File: config.mk
export PLATFORM = sky130hd
export DESIGN_NAME = mux4_rr_arbiter
export DESIGN_NICKNAME = d
export VERILOG_FILES = /design/src/rtl/mux4_rr_arbiter.sv
export SDC_FILE = /design/constraint.sdc
export NUM_CORES = 1
export LEC_CHECK = 0
export CORE_MARGIN = 5
export CORE_UTILIZATION = 35
export CTS_CLUSTER_SIZE = 40
export DETAILED_ROUTE_END_ITERATION = 16
export PLACE_DENSITY = 0.7
export SETUP_SLACK_MARGIN = 0.15
export SLEW_MARGIN = 20
export SYNTH_ARGS = -nofsm -noshare
export SYNTH_HDL_FRONTEND = slang
export SYNTH_SLANG_ARGS = --single-unit
File: constraint.sdc
create_clock -name clk -period 1.8 [get_ports clk]
set_input_delay 0.27 -clock clk [delete_from_list [all_inputs] [get_ports clk]]
set_output_delay 0.27 -clock clk [all_outputs]
set_load 0.05 [all_outputs]
File: src/rtl/mux4_rr_arbiter.sv
// Four-requester round-robin arbiter driving the select of a 4:1 data mux; all outputs registered.
// Optional per-owner hold limit compiled in with `define MUX_ARB_HOLD_LIMIT_EN (uses MAX_HOLD).
module mux4_rr_arbiter #(
  parameter int unsigned MAX_HOLD = 8
) (
  input  logic       clk,
  input  logic       rst_n,
  input  logic [3:0] req,
  output logic [3:0] gnt,
  output logic [1:0] sel,
  output logic       valid
);

  localparam int NUM_REQ = 4;

  typedef enum logic {IDLE = 1'b0, BUSY = 1'b1} state_t;

  if (MAX_HOLD < 2 || MAX_HOLD > 255) begin : g_bad_max_hold
    $error("mux4_rr_arbiter: MAX_HOLD must be in 2..255");
  end

  state_t             state_q, state_d;
  logic [1:0]         last_q, last_d;
  logic [NUM_REQ-1:0] gnt_d;
  logic [1:0]         sel_d;
  logic               valid_d;
  logic [NUM_REQ-1:0] others;
  logic               pick_any;
  logic [1:0]         pick_idx;
  logic               new_grant;
  logic               hold_lim;

  // First set bit after 'from', wrapping; 'from' itself is checked last. Returns {found, idx}.
  function automatic logic [2:0] rr_pick(input logic [NUM_REQ-1:0] r, input logic [1:0] from);
    logic [2:0] res;
    logic [1:0] idx;
    res = 3'b000;
    for (int k = NUM_REQ; k >= 1; k--) begin
      idx = from + 2'(k);
      if (r[idx]) res = {1'b1, idx};
    end
    return res;
  endfunction

  // While busy the current owner is excluded so a handover never re-picks it.
  for (genvar i = 0; i < NUM_REQ; i++) begin : g_lane
    assign others[i] = req[i] & ~(valid & (sel == 2'(i)));
  end

`ifdef MUX_ARB_HOLD_LIMIT_EN
  logic [7:0] hold_q, hold_d;

  assign hold_lim = (state_q == BUSY) && (hold_q == 8'(MAX_HOLD - 1));

  always_comb begin
    hold_d = 8'd0;
    if (state_d == BUSY && !new_grant && !hold_lim) hold_d = hold_q + 8'd1;
  end

  always_ff @(posedge clk or negedge rst_n) begin
    if (!rst_n) hold_q <= 8'd0;
    else        hold_q <= hold_d;
  end
`else
  assign hold_lim = 1'b0;
`endif

  always_comb begin
    state_d   = state_q;
    gnt_d     = gnt;
    sel_d     = sel;
    valid_d   = valid;
    last_d    = last_q;
    new_grant = 1'b0;
    {pick_any, pick_idx} = rr_pick(others, last_q);
    case (state_q)
      IDLE: begin
        if (pick_any) new_grant = 1'b1;
      end
      BUSY: begin
        if (!req[sel] || hold_lim) begin
          if (pick_any) begin
            new_grant = 1'b1;
          end else if (!req[sel]) begin
            state_d = IDLE;
            gnt_d   = '0;
            valid_d = 1'b0;
          end
        end
      end
      default: begin
        state_d = IDLE;
        gnt_d   = '0;
        valid_d = 1'b0;
      end
    endcase
    if (new_grant) begin
      state_d = BUSY;
      gnt_d   = 4'b0001 << pick_idx;
      sel_d   = pick_idx;
      valid_d = 1'b1;
      last_d  = pick_idx;
    end
  end

  // last resets to 3 so requester 0 has first priority.
  always_ff @(posedge clk or negedge rst_n) begin
    if (!rst_n) begin
      state_q <= IDLE;
      gnt     <= '0;
      sel     <= 2'd0;
      valid   <= 1'b0;
      last_q  <= 2'd3;
    end else begin
      state_q <= state_d;
      gnt     <= gnt_d;
      sel     <= sel_d;
      valid   <= valid_d;
      last_q  <= last_d;
    end
  end

endmodule

# Word level (Yosys, flattened, before mapping)
# Index checks and enable logic that the tools add are counted.
# op_classes
addsub,3
order_cmp,5
n_eq_ne,5
shift,1
mux,28
bitwise,13
reduce_logical,3
# ops
operator,count
4-bit two-way mux,4
2-bit by 3-bit < comparator with 1-bit output (second input constant),5
1-bit two-way mux,14
3-bit two-way mux,4
1-bit binary-select mux with 2-bit select,5
1-bit bitwise AND,8
1-bit NOT,5
2-bit adder (second input constant),2
2-bit equality test (second input constant),2
1-bit by 2-bit left shift with 4-bit output (first input constant),1
3-bit AND reduction,1
2-bit by 1-bit adder with 2-bit output (second input constant),1
2-bit by 1-bit equality test with 1-bit output (second input constant),1
2-bit zero test,1
2-bit by 1-bit inequality test with 1-bit output (second input constant),1
2-bit inequality test (second input constant),1
1-bit case mux with 2 select lines,1
2-bit nonzero test,1
# totals
regBits,10
out_inout_bits,7
elab_cells,63

# Logic depth before layout (Yosys ltp)
# Gate-level depths: netlist (run 1).
# depth
depth_word,15
depth_mapped,6
ltp_nobuf,5

# Worst setup path after synthesis (run 1)
# OpenSTA, ideal clock, no wires.
# synth_timing
kind,flip-flop to flip-flop
from,reg sel[0]
to,reg sel[0]
setup_ns,0.128
arrival_ns,1.894
path_slack_ns,-0.221
path_stages_with_launch,7
n_path_buf,1
synth_period_minus_slack_ns,2.021
path_cell_list,dfrtp_1 > buf_6 > mux2_4 > o22ai_4 > inv_2 > o21ai_2 > mux2_1
# synth_between
elab_chain_cells,13
word_cells_on_any_way,33
# synth_rtl
element,line,source
start: declaration,10,"output logic [1:0] sel,"
start signal: assignment,117,sel <= sel_d;
2-bit by 1-bit equality test with 1-bit output (tied with other cells),47,assign others[i] = req[i] & ~(valid & (sel == 2'(i)));
1-bit bitwise AND,47,
1-bit NOT,47,
1-bit bitwise AND,47,
1-bit binary-select mux with 2-bit select,40,"if (r[idx]) res = {1'b1, idx};"
1-bit two-way mux (implied by the code),40,
3-bit two-way mux (4 in series),40,
1-bit two-way mux,-,
1-bit two-way mux,81,if (!req[sel] || hold_lim) begin
1-bit case mux with 2 select lines,76,case (state_q)
# Several ways; a longest one is shown, not always the timed one. The select of a mux whose other input is x is not followed.
# A chain may end at the register's enable or synchronous reset.

# Worst setup path in the final report (run 1)
# Ends and elaborated chain as after synthesis.

==> impl_metrics.env, run 1 <==
export IMPL_areaGrowthSynthToFinish_pct=64.6
export IMPL_rsz0062_at_grt="yes"
export IMPL_numPortBuffers=12
export IMPL_clk_path_buf_depth=2
export IMPL_wire_per_inst_um=14.4
export IMPL_antenna_left=0
export IMPL_crit_top_cell="mux2_4"
export IMPL_required_ns=1.96
export IMPL_critical_path_slowest_cell="dfrtp_2"
export IMPL_mappedNetlistNets=68
export IMPL_ys_ff_latch=10
export IMPL_die_area_sq_um=2930
export IMPL_powerDensity_nw_per_um2=2090
export IMPL_worst_hold_path_type="input pin to asynchronous set/reset pin"
export IMPL_reg2reg_depth=5
export IMPL_path_cells="mux2_4 -> o22ai_4 -> inv_2 -> o21ai_4 -> mux2_4"
export IMPL_fin_crit_ns=1.70
export IMPL_design_core_area_sq_um=1900
export IMPL_yosys_warnings=0
export IMPL_cp_depth=5
export IMPL_cp_max_fo=8
export IMPL_htree_levels=1
export IMPL_synth_area_sq_um=682
export IMPL_gp_congestion=0.769
export IMPL_post_synth_top_count_cell="dfrtp_1"
export IMPL_die_y_um=54.1
export IMPL_p_leak_nw=0.514
export IMPL_syn_area_per_cell_sq_um=11.0
export IMPL_drive_above_1_share_pct=61.5
export IMPL_synth_top_area_share_pct=29.4
export IMPL_synthCells=62
export IMPL_peakVddDrop_mv=1.03
export IMPL_multi_input_area_sq_um=500
export IMPL_row_count=16
export IMPL_cts_root_buffer="clkbuf_4"
export IMPL_drt_iter0_markers=0
export IMPL_hold_viol_final=0
export IMPL_antenna_cells=0
export IMPL_period_share_pct=94.7
export IMPL_synth_edf_count=0
export IMPL_ys_top_cells_by_count="dfrtp_1, inv_1, nand3_1"
export IMPL_dr_pass1_iters=1
export IMPL_cp_arrival_ns=1.86
export IMPL_clkSlewWorstSetupHoldPaths_ns=0.06
export IMPL_ys_seq_area_share_pct=37.1
export IMPL_vias_per_cell=5.11
export IMPL_cp_start_kind="flop"
export IMPL_vias=629
export IMPL_clkLatencyLatePin_ns=0.27
export IMPL_cts_tree="yes"
export IMPL_first_global_vias=647
export IMPL_critPathCaptureType="flop"
export IMPL_whs_ns=0.316
export IMPL_clock_sinks=10
export IMPL_grt_ovfl_total=0
export IMPL_yosysTopAreaCell="dfrtp_1"
export IMPL_setup_ws_ns=0.0955
export IMPL_fin_nets=103
export IMPL_antenna_found_initial=0
export IMPL_drv_slew=0
export IMPL_synth_area_top_cells="dfrtp_1, dfstp_2, nor4b_4"
export IMPL_cp_top_family="multiplexers"
export IMPL_setup_viol=0
export IMPL_n_fill_cell=161
export IMPL_slew_headroom_pct=67.0
export IMPL_initial_utilization_pct=35.9
export IMPL_drc_errors=0
export IMPL_yosys_cell_types_count=38
export IMPL_cts_buffers=3
export IMPL_critPathKind="flop to flop"
export IMPL_pin_count=13
export IMPL_grt_pass1_wl_mm=2.86
export IMPL_regArea_sq_um=256
export IMPL_grt_max_degree=11
export IMPL_cts_hold_buf=0
export IMPL_ys_flop_type="dfrtp_1"
export IMPL_grt_total_usage_pct=14.1
export IMPL_drv_cap=0
export IMPL_die_width_um=54.1
export IMPL_hpwl_mm=1.27
export IMPL_critPathBufInv=1
export IMPL_dpl_worst_slack_ns=-0.251
export IMPL_fmax_mhz=587
export IMPL_wl_mm=1.77
export IMPL_status="complete, no violations"
export IMPL_max_stage_delay_ns=0.49
export IMPL_async_reset_ff_share_pct=100
export IMPL_clock_skew_ns=0.00129
export IMPL_worst_pin_slew_ns=0.496
-- per-stage QoR --
step | cells | area, sq um | power (mW) | TNS [ns] | util, %
CTS | 119 | 1010 | 2.10 | 0 | 53.0
global route | 123 | 1120 | 2.51 | 0 | 59.0
floorplan | 62 | 696 | 1.36 | -0.0952 | -
finish | 123 | 1120 | 2.35 | 0 | 59.0
detailed placement | 113 | 931 | 1.78 | -1.65 | 48.9
global placement | 113 | 931 | 1.75 | -1.24 | 48.9
-- logic make-up after synthesis --
kind of cell | count (synthesis) | share of synthesized area (%)
AOI/OAI and AO/OA | 22 | 29.5
DFF | 10 | 37.1
buffers and inverters | 9 | 6.24
muxes | 4 | 8.81
and+or+nand+nor | 16 | 17.1
xor gates and xnor gates | 1 | 1.28
-- cell type report --
type | count | share of cell area, %
clock buffers | 4 | 3.23
inverters | 7 | 2.56
flip-flops and latches | 10 | 22.9
multi-input cells | 43 | 44.6
repair buffers | 32 | 23.7
well taps | 27 | 3.01
-- per-layer routing --
layer	vias to the layer above	track usage (%)	part of all wire, %
met3	5	2.77	4.0
met2	14	22.1	52
li1	300	-	-
met5	-	0	0
met4	0	9.96	3.1
met1	310	17.0	41
-- registers in the layout, indices dropped and copies added, names as in the netlist --
signal	count
valid	1
gnt	4
state_q	1
sel	2
last_q	2
-- worst register-to-register path: stages, from the launching register on --
cell and delay, ns:
dfrtp_2 0.49, mux2_4 0.34, o22ai_4 0.12, inv_2 0.09, o21ai_4 0.23, mux2_4 0.32
-- cell usage in the layout (no fill, tap or decap), types with 2 or more instances in the layout --
cell type,synthesis,routed
nand2_1,2,2
a21o_1,2,2
inv_1,5,4
dfrtp_2,0,3
buf_4,0,20
dfstp_2,2,2
o2bb2ai_2,0,2
inv_2,2,2
buf_6,1,3
clkbuf_4,0,3
dfrtp_1,8,5
nand3_1,3,2
dlygate4sd2_1,0,6
mux2_4,1,3
nor2_1,2,2
clkdlybuf4s50_1,0,3
a22o_1,2,2
o21ai_4,0,2
-- power breakdown --
group / total, mW / leakage, nW / switching, mW / internal (mW)
clock: 0.204 / 0.0210 / 0.0808 / 0.123
combinational: 1.63 / 0.379 / 0.834 / 0.798
sequential: 0.513 / 0.115 / 0.165 / 0.349
total: 2.35 / 0.514 / 1.08 / 1.27
-- worst paths after layout --
path | startpoint | end | slack [ns]
setup / recovery | sel[0]$_DFFE_PN0P_ | sel[0]$_DFFE_PN0P_ | 0.1
hold / removal | rst_n | gnt[2]$_DFFE_PN0P_ | 0.32
hold reg to reg | gnt[0]$_DFFE_PN0P_ | gnt[0]$_DFFE_PN0P_ | 0.50
min in group clk | gnt[0]$_DFFE_PN0P_ | gnt[0]$_DFFE_PN0P_ | 0.50
setup reg to reg | sel[0]$_DFFE_PN0P_ | sel[0]$_DFFE_PN0P_ | 0.1
max in group asynchronous | rst_n | sel[1]$_DFFE_PN0P_ | 1.14
-- what timing repair did --
| item | CTS | global route |
|---|---|---|
| setup endpoints to repair | 12 | 9 |
| endpoints found under the hold margin | 0 | 0 |
| pin swaps | 6 | 9 |
| gates resized for setup | 12 | 16 |
| setup buffers | 2 | 4 |
Power figures use the tool's default switching activity.
==> run 2: changes to the inputs <==
--- a/config.mk
+++ b/config.mk
@@ -9,8 +9,9 @@
 export CORE_UTILIZATION = 35
 export CTS_CLUSTER_SIZE = 40
 export DETAILED_ROUTE_END_ITERATION = 16
-export PLACE_DENSITY = 0.7
-export SETUP_SLACK_MARGIN = 0.15
+export DONT_BUFFER_PORTS = 1
+export PLACE_DENSITY = 0.61
+export SETUP_SLACK_MARGIN = 0.5
 export SLEW_MARGIN = 20
 export SYNTH_ARGS = -nofsm -noshare
 export SYNTH_HDL_FRONTEND = slang
==> run 2 against run 1 <==
Effect of this change: hold slack better by 0.016 ns; maximum frequency is 1.3% lower; cell area is 19% lower; wire length is 7.3% lower; clock power hardly changed; count of clock-buffer cells in the layout stayed put; critical path depth stayed put; clock skew is 0.0065 ns higher; combinational power is 25% lower; sequential power is 16% higher; first-iteration DRC count is 5 higher; critical path type unchanged; critical endpoint is now state_q$_DFF_PN0_; highest routed layer unchanged.
==> impl_metrics.env, run 2 (synthesized netlist as in run 1, its figures left out) <==
export IMPL_rsz0062_at_grt="yes"
export IMPL_required_ns=1.95
export IMPL_status="complete, no violations"
export IMPL_drive_above_1_share_pct=56.0
export IMPL_antenna_left=0
export IMPL_max_stage_delay_ns=0.55
export IMPL_grt_max_degree=11
export IMPL_power_mw=2.02
export IMPL_cp_max_fo=5
export IMPL_initial_utilization_pct=35.9
export IMPL_antenna_found_initial=0
export IMPL_final_cells=102
export IMPL_cts_root_buffer="clkbuf_4"
export IMPL_critical_path_slowest_cell="mux4_2"
export IMPL_fin_crit_ns=1.73
export IMPL_critPathBufInv=2
export IMPL_critPathKind="flop to flop"
export IMPL_hpwl_mm=1.11
export IMPL_critPathCaptureType="flop"
export IMPL_largest_register="gnt"
export IMPL_timing_rr_end="state_q$_DFF_PN0_"
export IMPL_final_common_cell="buf_4"
export IMPL_placed_cells=92
export IMPL_gp_congestion=0.748
export IMPL_cp_top_family="multiplexers"
export IMPL_design_core_area_sq_um=1900
export IMPL_clkLatencyLatePin_ns=0.27
export IMPL_drc_errors=0
export IMPL_grt_total_usage_pct=12.1
export IMPL_numPortBuffers=0
export IMPL_path_cells="buf_4 -> mux4_2 -> nand2_4 -> inv_4 -> or3_4"
export IMPL_wl_mm=1.64
export IMPL_die_y_um=54.1
export IMPL_p_leak_nw=0.394
export IMPL_cp_endpoint="state_q$_DFF_PN0_"
export IMPL_mostFrequentLayoutCells="buf_4, inv_1, dfrtp_1"
export IMPL_die_width_um=54.1
export IMPL_setup_viol=0
export IMPL_hold_viol_final=0
export IMPL_largestRegisters="gnt: 4 flops, last_q: 2 flops, sel: 2 flops"
export IMPL_clkSlewWorstSetupHoldPaths_ns=0.07
export IMPL_drt_iter0_markers=5
export IMPL_timing_reg2reg_setup_slack_ns=0.07
export IMPL_grt_pass1_wl_mm=2.52
export IMPL_worst_pin_slew_ns=0.488
export IMPL_clock_skew_ns=0.00779
export IMPL_worst_hold_path_type="input pin to flop"
export IMPL_slew_headroom_pct=67.5
export IMPL_htree_levels=1
export IMPL_drv_slew=0
export IMPL_dpl_worst_slack_ns=0.0937
export IMPL_powerDensity_nw_per_um2=2220
export IMPL_grt_ovfl_total=0
export IMPL_die_area_sq_um=2930
export IMPL_vias=540
export IMPL_setup_ws_ns=0.0732
export IMPL_reg2reg_depth=5
export IMPL_clock_sinks=10
export IMPL_first_global_vias=530
export IMPL_fin_nets=82
export IMPL_areaGrowthSynthToFinish_pct=33.4
export IMPL_vias_per_cell=5.29
export IMPL_cp_depth=5
export IMPL_peakVddDrop_mv=1.12
export IMPL_dr_pass1_iters=3
export IMPL_clk_path_buf_depth=2
export IMPL_wire_per_inst_um=16.1
export IMPL_hold_start="req[3]"
export IMPL_row_count=16
export IMPL_r2r_start="sel[1]$_DFFE_PN0P_"
export IMPL_largest_reg_flops=4
export IMPL_pin_count=13
export IMPL_cp_start_kind="flop"
export IMPL_setup_worst_path_start="sel[1]$_DFFE_PN0P_"
export IMPL_fin_tns_setup_ns=0
export IMPL_cts_tree="yes"
export IMPL_cp_arrival_ns=1.87
export IMPL_drv_cap=0
export IMPL_cts_buffers=3
export IMPL_antenna_cells=0
export IMPL_period_share_pct=95.9
export IMPL_fmax_mhz=579
==> run 2: cell types whose count changed in the layout (fill, tap and decap cells not counted), sizes merged <==
cell and change:
clkdlybuf4s50 -3, dlygate4sd3 +1, dlygate4sd2 -6, buf -13
==> run 2: where the power goes <==
part	leakage, nW	switching (mW)	internal, mW	total [mW]
logic	0.258	0.645	0.574	1.22
registers	0.115	0.250	0.346	0.596
clock network	0.0210	0.0795	0.123	0.202
total	0.394	0.975	1.04	2.02
==> run 2: area by class of cell <==
class                   count  area, sq um
fillers                   187          992
multi-input cells          43          462
flip-flops and latches     10          256
repair buffers             11         92.6
clock buffers               4         36.3
well taps                  27         33.8
inverters                   7         28.8
==> run 2: worst min-delay path by stage <==
stage	slack, ns	cells after the start	to
4_1_cts	0.31	3	state_q$_DFF_PN0_
6_report	0.33	3	state_q$_DFF_PN0_
5_1_grt	0.34	3	state_q$_DFF_PN0_
2_1_floorplan	-0.03	0	gnt[0]$_DFFE_PN0P_
3_3_place_gp	-0.03	0	sel[0]$_DFFE_PN0P_
3_5_place_dp	-0.03	0	sel[0]$_DFFE_PN0P_
==> run 2: layer usage <==
metal	track usage [%]	vias to the layer above	routed length [um]
met5	0	-	0
met4	6.22	0	13
met3	1.94	2	96
met2	18.9	12	838
met1	15.9	267	692
li1	-	259	-
==> run 2: worst register-to-register path, cell delays in order, from the launching register on <==
cell     delay [ns]
dfrtp_2        0.37
buf_4          0.13
mux4_2         0.55
nand2_4        0.14
inv_4          0.06
or3_4          0.36
==> run 2: repair_timing <==
action	CTS	global route
pin swaps	2	2
resized for setup	1	13
endpoints found under the hold margin	10	0
hold buffers	1	0
setup endpoints to repair	10	10
cloned	0	0
buffers inserted	2	3
==> run 2: metrics by stage <==
| step | area [sq um] | hold WS, ns | util [%] |
|---|---|---|---|
| 2_1_floorplan | 696 | -0.0256 | - |
| 3_3_place_gp | 751 | -0.0254 | 39.5 |
| 3_5_place_dp | 751 | -0.0253 | 39.5 |
| 4_1_cts | 820 | 0.313 | 43.1 |
| 5_1_grt | 910 | 0.342 | 47.8 |
| 6_report | 910 | 0.333 | 47.8 |
